===== src/rtl/unified_mem_arbiter_pkg.sv =====
// mem_arb_pkg: shared types and constants for the unified memory arbiter.
package mem_arb_pkg;
    typedef enum logic [2:0] {IDLE, BUSY_I, BUSY_D, RESP_I, RESP_D} arb_state_t;
    localparam int CNT_W = 8;
    localparam logic GNT_I = 1'b0;
    localparam logic GNT_D = 1'b1;
endpackage


===== src/rtl/unified_mem_arbiter_if.sv =====
// unified_mem_arbiter_if: fetch, data and memory-bus signals of the arbiter.
interface unified_mem_arbiter_if #(parameter int AW = 32, parameter int DW = 32);
    logic          if_req;
    logic [AW-1:0] if_addr;
    logic [DW-1:0] if_rdata;
    logic          if_ready;
    logic          if_err;
    logic          stall_if;
    logic          dm_req;
    logic          dm_we;
    logic [AW-1:0] dm_addr;
    logic [DW-1:0] dm_wdata;
    logic [DW-1:0] dm_rdata;
    logic          dm_ready;
    logic          dm_err;
    logic          mem_req;
    logic          mem_we;
    logic [AW-1:0] mem_addr;
    logic [DW-1:0] mem_wdata;
    logic [DW-1:0] mem_rdata;
    logic          mem_ack;
    modport master (
        input  if_req, if_addr, dm_req, dm_we, dm_addr, dm_wdata, mem_rdata, mem_ack,
        output if_rdata, if_ready, if_err, stall_if, dm_rdata, dm_ready, dm_err,
               mem_req, mem_we, mem_addr, mem_wdata
    );
    modport slave (
        output if_req, if_addr, dm_req, dm_we, dm_addr, dm_wdata, mem_rdata, mem_ack,
        input  if_rdata, if_ready, if_err, stall_if, dm_rdata, dm_ready, dm_err,
               mem_req, mem_we, mem_addr, mem_wdata
    );
endinterface


===== src/rtl/unified_mem_arbiter_wait_timer.sv =====
// wait_timer: counts BUSY cycles and flags the last one allowed before abort.
module wait_timer
    import mem_arb_pkg::*;
#(parameter int TIMEOUT = 16) (
    input  logic clk,
    input  logic rst,
    input  logic clr,
    input  logic en,
    output logic expired
);
    logic [CNT_W-1:0] cnt_q, cnt_d;
    always_comb cnt_d = clr ? '0 : en ? cnt_q + 1'b1 : cnt_q;
    always_ff @(posedge clk or negedge rst)
        if (!rst) cnt_q <= '0;
        else      cnt_q <= cnt_d;
    assign expired = cnt_q == CNT_W'(TIMEOUT - 1);
endmodule


===== src/rtl/unified_mem_arbiter.sv =====
// unified_mem_arbiter: serializes fetch and data accesses onto one req/ack memory port.
module unified_mem_arbiter
    import mem_arb_pkg::*;
#(
    parameter int AW      = 32,
    parameter int DW      = 32,
    parameter int TIMEOUT = 16
) (
    input logic clk,
    input logic rst,
    unified_mem_arbiter_if.master bus
);
    arb_state_t    state_q, state_d;
    logic          mem_req_q, mem_req_d, mem_we_q, mem_we_d;
    logic [AW-1:0] mem_addr_q, mem_addr_d;
    logic [DW-1:0] mem_wdata_q, mem_wdata_d;
    logic [DW-1:0] if_rdata_q, if_rdata_d, dm_rdata_q, dm_rdata_d, rd;
    logic          if_err_q, if_err_d, dm_err_q, dm_err_d;
    logic          gnt, busy, expired;
    assign busy = state_q == BUSY_I || state_q == BUSY_D;
    assign gnt  = bus.dm_req ? GNT_D : GNT_I;
    assign rd   = bus.mem_ack && !mem_we_q ? bus.mem_rdata : '0;
    wait_timer #(.TIMEOUT(TIMEOUT)) u_timer (
        .clk(clk), .rst(rst), .clr(!busy), .en(busy), .expired(expired)
    );
    always_comb begin
        state_d     = state_q;
        mem_req_d   = mem_req_q;
        mem_we_d    = mem_we_q;
        mem_addr_d  = mem_addr_q;
        mem_wdata_d = mem_wdata_q;
        if_rdata_d  = if_rdata_q;
        dm_rdata_d  = dm_rdata_q;
        if_err_d    = if_err_q;
        dm_err_d    = dm_err_q;
        case (state_q)
            IDLE: if (bus.dm_req || bus.if_req) begin
                state_d     = gnt == GNT_D ? BUSY_D : BUSY_I;
                mem_req_d   = 1'b1;
                mem_we_d    = gnt == GNT_D && bus.dm_we;
                mem_addr_d  = gnt == GNT_D ? bus.dm_addr : bus.if_addr;
                mem_wdata_d = gnt == GNT_D ? bus.dm_wdata : '0;
            end
            BUSY_I: if (bus.mem_ack || expired) begin
                state_d    = RESP_I;
                mem_req_d  = 1'b0;
                if_rdata_d = rd;
                if_err_d   = !bus.mem_ack;
            end
            BUSY_D: if (bus.mem_ack || expired) begin
                state_d    = RESP_D;
                mem_req_d  = 1'b0;
                dm_rdata_d = rd;
                dm_err_d   = !bus.mem_ack;
            end
            default: state_d = IDLE;
        endcase
    end
    always_ff @(posedge clk or negedge rst)
        if (!rst) begin
            state_q     <= IDLE;
            mem_req_q   <= 1'b0;
            mem_we_q    <= 1'b0;
            mem_addr_q  <= '0;
            mem_wdata_q <= '0;
            if_rdata_q  <= '0;
            dm_rdata_q  <= '0;
            if_err_q    <= 1'b0;
            dm_err_q    <= 1'b0;
        end else begin
            state_q     <= state_d;
            mem_req_q   <= mem_req_d;
            mem_we_q    <= mem_we_d;
            mem_addr_q  <= mem_addr_d;
            mem_wdata_q <= mem_wdata_d;
            if_rdata_q  <= if_rdata_d;
            dm_rdata_q  <= dm_rdata_d;
            if_err_q    <= if_err_d;
            dm_err_q    <= dm_err_d;
        end
    assign bus.mem_req   = mem_req_q;
    assign bus.mem_we    = mem_we_q;
    assign bus.mem_addr  = mem_addr_q;
    assign bus.mem_wdata = mem_wdata_q;
    assign bus.if_rdata  = if_rdata_q;
    assign bus.dm_rdata  = dm_rdata_q;
    assign bus.if_err    = if_err_q;
    assign bus.dm_err    = dm_err_q;
    assign bus.if_ready  = state_q == RESP_I;
    assign bus.dm_ready  = state_q == RESP_D;
    assign bus.stall_if  = bus.if_req && !bus.if_ready;
endmodule


===== src/flat_wrapper.sv =====
// flat-port wrapper written by rule: the top's interface ports become plain ports
module unified_mem_arbiter_flat import mem_arb_pkg::*;
#(
    parameter int AW      = 32,
    parameter int DW      = 32,
    parameter int TIMEOUT = 16
)
  (clk, rst, bus_if_req, bus_if_addr, bus_dm_req, bus_dm_we, bus_dm_addr, bus_dm_wdata, bus_mem_rdata, bus_mem_ack, bus_if_rdata, bus_if_ready, bus_if_err, bus_stall_if, bus_dm_rdata, bus_dm_ready, bus_dm_err, bus_mem_req, bus_mem_we, bus_mem_addr, bus_mem_wdata);
  unified_mem_arbiter_if #(.AW(AW), .DW(DW)) bus_i ();
  input logic clk;
  input logic rst;
  input wire logic [$bits(bus_i.if_req)-1:0] bus_if_req;
  input wire logic [$bits(bus_i.if_addr)-1:0] bus_if_addr;
  input wire logic [$bits(bus_i.dm_req)-1:0] bus_dm_req;
  input wire logic [$bits(bus_i.dm_we)-1:0] bus_dm_we;
  input wire logic [$bits(bus_i.dm_addr)-1:0] bus_dm_addr;
  input wire logic [$bits(bus_i.dm_wdata)-1:0] bus_dm_wdata;
  input wire logic [$bits(bus_i.mem_rdata)-1:0] bus_mem_rdata;
  input wire logic [$bits(bus_i.mem_ack)-1:0] bus_mem_ack;
  output wire logic [$bits(bus_i.if_rdata)-1:0] bus_if_rdata;
  output wire logic [$bits(bus_i.if_ready)-1:0] bus_if_ready;
  output wire logic [$bits(bus_i.if_err)-1:0] bus_if_err;
  output wire logic [$bits(bus_i.stall_if)-1:0] bus_stall_if;
  output wire logic [$bits(bus_i.dm_rdata)-1:0] bus_dm_rdata;
  output wire logic [$bits(bus_i.dm_ready)-1:0] bus_dm_ready;
  output wire logic [$bits(bus_i.dm_err)-1:0] bus_dm_err;
  output wire logic [$bits(bus_i.mem_req)-1:0] bus_mem_req;
  output wire logic [$bits(bus_i.mem_we)-1:0] bus_mem_we;
  output wire logic [$bits(bus_i.mem_addr)-1:0] bus_mem_addr;
  output wire logic [$bits(bus_i.mem_wdata)-1:0] bus_mem_wdata;
  assign bus_i.if_req = bus_if_req;
  assign bus_i.if_addr = bus_if_addr;
  assign bus_i.dm_req = bus_dm_req;
  assign bus_i.dm_we = bus_dm_we;
  assign bus_i.dm_addr = bus_dm_addr;
  assign bus_i.dm_wdata = bus_dm_wdata;
  assign bus_i.mem_rdata = bus_mem_rdata;
  assign bus_i.mem_ack = bus_mem_ack;
  assign bus_if_rdata = bus_i.if_rdata;
  assign bus_if_ready = bus_i.if_ready;
  assign bus_if_err = bus_i.if_err;
  assign bus_stall_if = bus_i.stall_if;
  assign bus_dm_rdata = bus_i.dm_rdata;
  assign bus_dm_ready = bus_i.dm_ready;
  assign bus_dm_err = bus_i.dm_err;
  assign bus_mem_req = bus_i.mem_req;
  assign bus_mem_we = bus_i.mem_we;
  assign bus_mem_addr = bus_i.mem_addr;
  assign bus_mem_wdata = bus_i.mem_wdata;
  unified_mem_arbiter #(.AW(AW), .DW(DW), .TIMEOUT(TIMEOUT)) u_core (.clk(clk), .rst(rst), .bus(bus_i));
endmodule

===== config.mk =====
export PLATFORM = sky130hd
export DESIGN_NAME = unified_mem_arbiter_flat
export DESIGN_NICKNAME = d
export VERILOG_FILES = /design/src/rtl/unified_mem_arbiter_pkg.sv /design/src/rtl/unified_mem_arbiter_if.sv /design/src/rtl/unified_mem_arbiter_wait_timer.sv /design/src/rtl/unified_mem_arbiter.sv /design/src/flat_wrapper.sv
export SDC_FILE = /design/constraint.sdc
export NUM_CORES = 1
export LEC_CHECK = 0
export ABC_AREA = 1
export CORE_UTILIZATION = 35
export CTS_CLUSTER_SIZE = 25
export DETAILED_ROUTE_END_ITERATION = 16
export PLACE_DENSITY = 0.69
export SLEW_MARGIN = 20
export SYNTH_ARGS = -nofsm -noshare
export SYNTH_HDL_FRONTEND = slang
export SYNTH_SLANG_ARGS = --single-unit

===== constraint.sdc =====
create_clock -name clk -period 2.3 [get_ports clk]
set_clock_uncertainty 0.2 [all_clocks]
set_input_delay 0.345 -clock clk [delete_from_list [all_inputs] [get_ports clk]]
set_output_delay 0.345 -clock clk [all_outputs]
set_load 0.02 [all_outputs]

# Yosys cells after proc, flatten, opt, wreduce, memory -nomap -nowiden
# Index checks and enable logic that the tools add are counted.
# totals
in_bits	134
out_inout_bits	135
ff_bits	143
word_cells	50
# classes
n_mux	13
n_eq_ne	9
reduce_logical	17
add_sub_neg	1
# ops
op	count
32-bit two-way mux	3
3-bit two-way mux	3
3-bit one-hot mux with 3 select lines	1
8-bit by 1-bit adder with 8-bit output (second input constant)	1
8-bit by 4-bit == test with 1-bit output (second input constant)	1
8-bit two-way mux	1
3-bit by 2-bit == test with 1-bit output (second input constant)	2
2-bit AND reduction	3
3-bit AND reduction	2
2-bit by 1-bit inequality test with 1-bit output (second input constant)	2
2-bit inequality test (second input constant)	2
3-bit by 1-bit == test with 1-bit output (second input constant)	1
3-bit == test (second input constant)	1
1-bit logical AND	3
1-bit zero test	3
3-bit zero test	1
1-bit logical OR	3
1-bit two-way mux	3
2-bit two-way mux	1
1-bit one-hot mux with 2 select lines	1
2-bit nonzero test	1
2-bit OR reduction	1

# Longest topological paths before layout
# Gate-level depths: netlist (run 1).
# logic_depth
ltp_word	4
ltp_mapped	10
ltp_nobuf	8

# Modules after synthesis
# From an unflattened synthesis (run 1), not the netlist that was laid out.
# unflattened
hier_cells	761
area_unflattened_um2	6382.4
# by_module_without_submodules
module	n_inst	area_each_um2	cells_each	seq_area_each_um2
unified_mem_arbiter	1	5954.5	705	3378.2
wait_timer	1	427.9	56	200.2

# Worst setup path after synthesis (run 1)
# OpenSTA, ideal clock, no wires.
# synth_timing
kind	register -> output
from	register u_core.state_q[0]
to	output bus_stall_if
path_stages_with_launch	4
path_buffers	0
arrival_time_ps	1189
path_slack_ps	566
required_ps	1755
cell_sequence	dfrtp_1 inv_1 nor3_1 nor2_1
# synth_via
elab_chain_cells	3
# synth_rtl
element	line_no	rtl
from (decl)	unified_mem_arbiter.sv:13	arb_state_t state_q, state_d;
from (signal assigned)	unified_mem_arbiter.sv:71	state_q <= state_d;
3-bit by 2-bit == test with 1-bit output	unified_mem_arbiter.sv:89	assign bus.if_ready = state_q == RESP_I;
net bus_if_ready	flat_wrapper.sv:21	output wire logic [$bits(bus_i.if_ready)-1:0] bus_if_ready;
1-bit zero test	unified_mem_arbiter.sv:91	assign bus.stall_if = bus.if_req && !bus.if_ready;
1-bit logical AND	unified_mem_arbiter.sv:91	
to (decl)	flat_wrapper.sv:23	output wire logic [$bits(bus_i.stall_if)-1:0] bus_stall_if;
# The timed path passes the listed nets, and every way through them passes these cells.

# Worst setup path in the final report (run 1)
# layout_timing
from	register u_core.state_q[2]
to	output bus_dm_ready
# layout_via
elab_chain_cells	1
# layout_rtl
element	line_no	rtl
3-bit == test	unified_mem_arbiter.sv:90	assign bus.dm_ready = state_q == RESP_D;
to (decl)	flat_wrapper.sv:25	output wire logic [$bits(bus_i.dm_ready)-1:0] bus_dm_ready;
# No other way between the ends.

==> metrics.txt, run 1 <==
final worst slack ~110 ps; Ports between 200 and 300; combinational power share 0.433; critical path required time between 1500 and 2000 ps; via count approximately 5.4k; gr ovfl total 0; DRC viols 0; min Tclk post-route 2191 ps; Post-Route WL 16970 um; clock buffer depth 2; reg-to-reg startpoint u_core.u_timer.cnt_q[0]$_DFF_PN0_; final HPWL from detailed placement 11910 um; I/O Buffers 268; total negative slack 0 ps; ys flop type dfrtp_1; initial antenna violation count 1; layout cells sized above 1 0.1226; total global-route track usage 0.1969; clock share of power 0.247; CTS tree yes; Total Power ~12 mW; postcts setup bufs 0; Int Pwr 7.739 mW; Syn Area/Cell roughly 9.4 um2; Clk Latency, worst-skew pair a little over 400 ps; type of the worst setup path reg -> out; P per Cell Area ~1300 nW/um2; startpoint types register; final worst-path cycle share 0.9526; DRT antenna net count 0; R2R setup slack about 420 ps; Slew HR 0.5593; global-route wire length before repair about 27000 um; Synth-to-Final Area Change 58.50%; ANT cells 0; leakage power 4.237 nW; Util after Layout 0.5740; core area ~17000 um2; sw frac 0.3684; Synth area leader dfrtp_1; top-area cell type share of the netlist area 0.5896; Post-synth EDFFs 0; library cells used by synthesis 25; Crit. End Element output pin; VDD IR max ~0.53 mV; maxcap violations 0; HP Class in -> reg; Starting Density 0.3622; Worst Path Max Fanout 4; Die Span Y approximately 130 um; Die ar. 17870 um2; cts bufs inserted 17; Worst Tran Pin Value between 600 and 700 ps; Synth area leaders dfrtp_1 (59%), nand2_1 (10%), nand3_1 (6.3%); max-slew violations 0; vias in the first global route between 5k and 6k; First-pass DRT Iterations 4; Place WS roughly 150 ps; CTS H-Tree Depth 4; Worst Path Arrival 1650 ps; Psw roughly 4.5 mW; initial DRC count 222; wire per inst 14.86 um; Syn Std Cell Area around 6000 um2; YS warnings 0; Flop pwr share 0.320; Syn Inst Count 649; status finished clean; CTS sink count about 140; Root Buffer clkbuf_16; Clk pin slew, worst setup/hold paths roughly 60 ps; Hold Fails Final Rpt 0; Critical Path Start u_core.state_q[2]$_DFFE_PN0P_; num rows 47; Fmax achieved 0.4564 GHz; largest net degree at the start of global routing 98; RSZ-0062 raised after global routing no; Seq/Total Area, Yosys 0.5896; min-delay src bus_dm_req; post-synthesis register bit count around 140; final setup vio count 0; Synth async-reset ratio 1.000; Net Count, Synth between 700 and 800; vias per cell between 4 and 5; nets approximately 1.0k; gp weighted congestion slightly above 0.8; Die X 133.7 um
## cells in the mapped netlist, types with 10 or more instances
cell,instances
buf_2,10
o21ai_0,77
nand3_1,77
inv_1,17
or2_2,32
buf_6,13
nand2_1,163
clkbuf_1,20
o21ai_1,44
dfrtp_1,143
o21ai_2,17
## kinds of logic after synthesis
family,share of synthesized area
buffers and inverters,0.05731
AO/OA/AOI/OAI,0.1301
AND/OR/NAND/NOR,0.2210
flip-flops,0.5896
adder cells (fa/ha/maj),0.002061
## cell usage in the layout (no fill, tap or decap), drive strengths merged, types with 10 or more instances in the layout
master | synthesis | routed
clkdlybuf4s50 | 0 | 264
nand2 | 173 | 173
dfrtp | 143 | 143
o21ai | 138 | 138
nand3 | 78 | 78
or2 | 32 | 32
inv | 18 | 20
clkbuf | 21 | 19
buf | 23 | 18
nor2 | 10 | 10
## flip-flops by register name, summed over array words and instances, names as in the netlist
register / flops
u_core.bus.dm_err: 1
u_core.bus.dm_rdata: 32
u_core.bus.if_err: 1
u_core.bus.if_rdata: 32
u_core.bus.mem_addr: 32
u_core.bus.mem_req: 1
u_core.bus.mem_wdata: 32
u_core.bus.mem_we: 1
u_core.state_q: 3
u_core.u_timer.cnt_q: 8
## worst max-delay path, cell delays in order, from the launching register on
cell,delay (ps)
dfrtp_1,370
inv_1,80
nor3_1,130
clkdlybuf4s50_1,660
## final timing paths
| path | endpoint | depth (start not counted) |
|---|---|---|
| worst min register to register | u_core.u_timer.cnt_q[0]$_DFF_PN0_ | 1 |
| worst min-delay path | u_core.state_q[1]$_DFFE_PN0P_ | 5 |
| min in group asynchronous | u_core.bus.if_rdata[10]$_DFFE_PN0P_ | 2 |
| worst max-delay path | bus_dm_ready | 3 |
| worst max register to register | u_core.bus.dm_err$_DFFE_PN0P_ | 9 |
| max in group asynchronous | u_core.bus.mem_wdata[24]$_DFFE_PN0P_ | 3 |
## timing repair
action | CTS | global route
gates resized for setup | 3 | 0
hold endpoints to repair | 48 | 0
endpoints found under the setup margin | 2 | 0
hold buffers | 1 | 0
## layer usage
| layer | GRT usage | share of wire |
|---|---|---|
| met4 | 0.07765 | 0.019 |
| met5 | 0 | 0.00065 |
| met2 | 0.3212 | 0.47 |
| met3 | 0.08105 | 0.094 |
| met1 | 0.2299 | 0.42 |
## final cells by class
| type | count | area (um2) |
|---|---|---|
| fill | 1517 | 7139 |
| sequential | 143 | 3578 |
| timing repair buffer | 285 | 2894 |
| multi-input combinational | 443 | 2148 |
| clock buffer | 19 | 442.9 |
| tap | 220 | 275.3 |
| clock inverter | 13 | 210.2 |
| inverter | 19 | 71.32 |
## power by group through the flow
stage	Clock [mW]	Combinational [mW]	Sequential [mW]
floorplan	0	1.81	4.97
global placement	0	5.33	3.92
detailed placement	0	5.38	3.95
CTS	3.09	5.39	3.93
global route	3.20	5.76	4.04
finish	3.02	5.31	3.92
## stage by stage
stage,cell area [um2],hold WS (ps),instances
finish,9620,210.7,1142
floorplan,6070,-150.6,649
global route,9620,242.3,1142
CTS,9620,184.7,1142
global placement,8955,144.7,1109
detailed placement,8955,142.6,1109
(Power assumes the default switching activity.)
==> run 2, diff against run 1 <==
CORE_MARGIN = 5   (was default)
GPL_TIMING_DRIVEN = 0   (was default)
==> metrics.txt, run 2 (synthesis gave the netlist of run 1 again) <==
Starting Density 0.3534 (was 0.3622); Total Power 12.55 mW (was 12.25 mW); HP Class in -> reg (unchanged); initial antenna violation count 0 (was 1); postcts setup bufs 0 (unchanged); Clk pin slew, worst setup/hold paths 60 ps (about the same); status finished clean (unchanged); num rows 48 (was 47); min Tclk post-route 2130 ps (was 2191 ps); vias per cell 4.739 (was 4.736); final worst slack 170.0 ps (was 108.9 ps); clock buffer depth 2 (unchanged); Synth-to-Final Area Change 60.36% (was 58.50%); Ports 269 (unchanged); DRC viols 0 (unchanged); FILL cells 1626 (was 1517); max-slew violations 0 (unchanged); cts bufs inserted 17 (unchanged); Root Buffer clkbuf_16 (unchanged); DRT antenna net count 0 (unchanged); via count 5568 (was 5408); Critical Path Start u_core.state_q[0]$_DFFE_PN0P_ (was u_core.state_q[2]$_DFFE_PN0P_); gp weighted congestion 0.8609 (was 0.8090); final HPWL from detailed placement 14730 um (was 11910 um); total global-route track usage 0.1946 (was 0.1969); Place WS -128.0 ps (was 151.5 ps); vias in the first global route 5669 (was 5283); final setup vio count 0 (unchanged); Clk Latency, worst-skew pair 400 ps (was 410 ps); global-route wire length before repair 30680 um (was 27100 um); initial DRC count 226 (was 222); startpoint types register (unchanged); CTS H-Tree Depth 4 (unchanged); Util after Layout 0.5667 (was 0.5740); I/O Buffers 267 (was 268); leakage power 4.299 nW (was 4.237 nW); First-pass DRT Iterations 4 (unchanged); largest net degree at the start of global routing 80 (was 98); RSZ-0062 raised after global routing no (unchanged); nets 1072 (was 1044); commonest non-fill, non-tap cell in the layout clkdlybuf4s50_1 (unchanged); type of the worst setup path reg -> out (unchanged); Slew HR 0.5759 (was 0.5593); wire per inst 16.45 um (was 14.86 um); Fmax achieved 0.4695 GHz (was 0.4564 GHz); Die X 141.7 um (was 133.7 um); Hold Fails Final Rpt 0 (unchanged); core area 17180 um2 (was 16760 um2); layout cells sized above 1 0.1242 (was 0.1226); min-delay src bus_mem_ack (was bus_dm_req); final worst-path cycle share 0.9261 (was 0.9526); Die Span Y 141.7 um (was 133.7 um); Worst Path Arrival 1580 ps (was 1650 ps); Crit. End Element output pin (unchanged); reg-to-reg startpoint u_core.u_timer.cnt_q[0]$_DFF_PN0_ (unchanged); CTS tree yes (unchanged); Die ar. 20070 um2 (was 17870 um2); Post-Route WL 19320 um (was 16970 um); ANT cells 0 (unchanged); gr ovfl total 0 (unchanged); CTS sink count 143 (unchanged); maxcap violations 0 (unchanged); VDD IR max 0.5530 mV (was 0.5339 mV); Worst Tran Pin Value 636.1 ps (was 661.1 ps); Worst Path Max Fanout 3 (was 4); R2R setup slack 380 ps (was 420 ps); critical path required time 1750 ps (about the same); most frequent cells in the layout clkdlybuf4s50_1 (263), nand2_1 (163), dfrtp_1 (143) (was clkdlybuf4s50_1 (264), nand2_1 (163), dfrtp_1 (143)); P per Cell Area 1289 nW/um2 (was 1274 nW/um2)
run 2: changes by cell type in the layout (fill, tap and decap cells not counted), moves of 2 or more:
| cell | change |
|---|---|
| clkbuf_1 | +22 |
| buf_6 | +12 |
| buf_2 | +9 |
| buf_4 | -9 |
| buf_12 | -7 |
| clkbuf_8 | +3 |
| clkinv_2 | -2 |
run 2: worst paths after layout:
path | to | cells past startpoint
worst max-delay path | bus_stall_if | 4
worst max register to register | u_core.bus.dm_rdata[16]$_DFFE_PN0P_ | 8
worst min-delay path | u_core.bus.dm_rdata[1]$_DFFE_PN0P_ | 3
max in group asynchronous | u_core.bus.if_rdata[27]$_DFFE_PN0P_ | 3
min in group asynchronous | u_core.bus.dm_rdata[8]$_DFFE_PN0P_ | 2
worst min register to register | u_core.u_timer.cnt_q[0]$_DFF_PN0_ | 1
run 2: layer usage:
layer / vias up / global-route usage / wire, um / share of wire
met1: 2586 / 0.2469 / 8074 / 0.42
met4: 0 / 0.05556 / 344 / 0.018
li1: 2732 / - / - / -
met3: 21 / 0.07819 / 1983 / 0.10
met2: 229 / 0.3088 / 8921 / 0.46
met5: - / 0 / 0 / 0
run 2: where the power goes:
part | switching, mW | internal, mW
sequential | 0.498 | 3.43
clock | 1.03 | 2.05
combinational | 3.12 | 2.42
run 2: worst max-delay path, cell delays in order, from the launching register on:
cell	delay, ps
dfrtp_1	360
inv_1	70
nor3_1	310
nor2_1	80
dlygate4sd2_1	350
run 2: cell type report:
cell class	instances	area, um2	area share
plain buffers	44	276.5	0.02841
clock buffers	24	491.7	0.05052
clock inverters	8	175.2	0.01800
inverters	19	71.32	0.007327
multi-input cells	443	2143	0.2202
flip-flops and latches	143	3578	0.3677
well taps	225	281.5	0.02892
repair buffers	269	2715	0.2790
run 2: repair_timing:
action | 4_1_cts | 5_1_grt
resized for setup | 2 | 1
hold endpoints to repair | 64 | 0
hold buffers | 1 | 0
pin swaps | 0 | 0
endpoints found under the setup margin | 2 | 1
run 2: through the flow:
step | setup TNS, ps | instances | cell area [um2] | hold WS (ps)
after floorplan | 0 | 649 | 6070 | -150.6
after global placement | -751280 | 1141 | 9024 | 252.1
after detailed placement | -773.9 | 1142 | 9056 | 119.5
after CTS | 0 | 1175 | 9731 | 124.9
after global routing | 0 | 1175 | 9733 | 137.2
final | 0 | 1175 | 9733 | 131.7
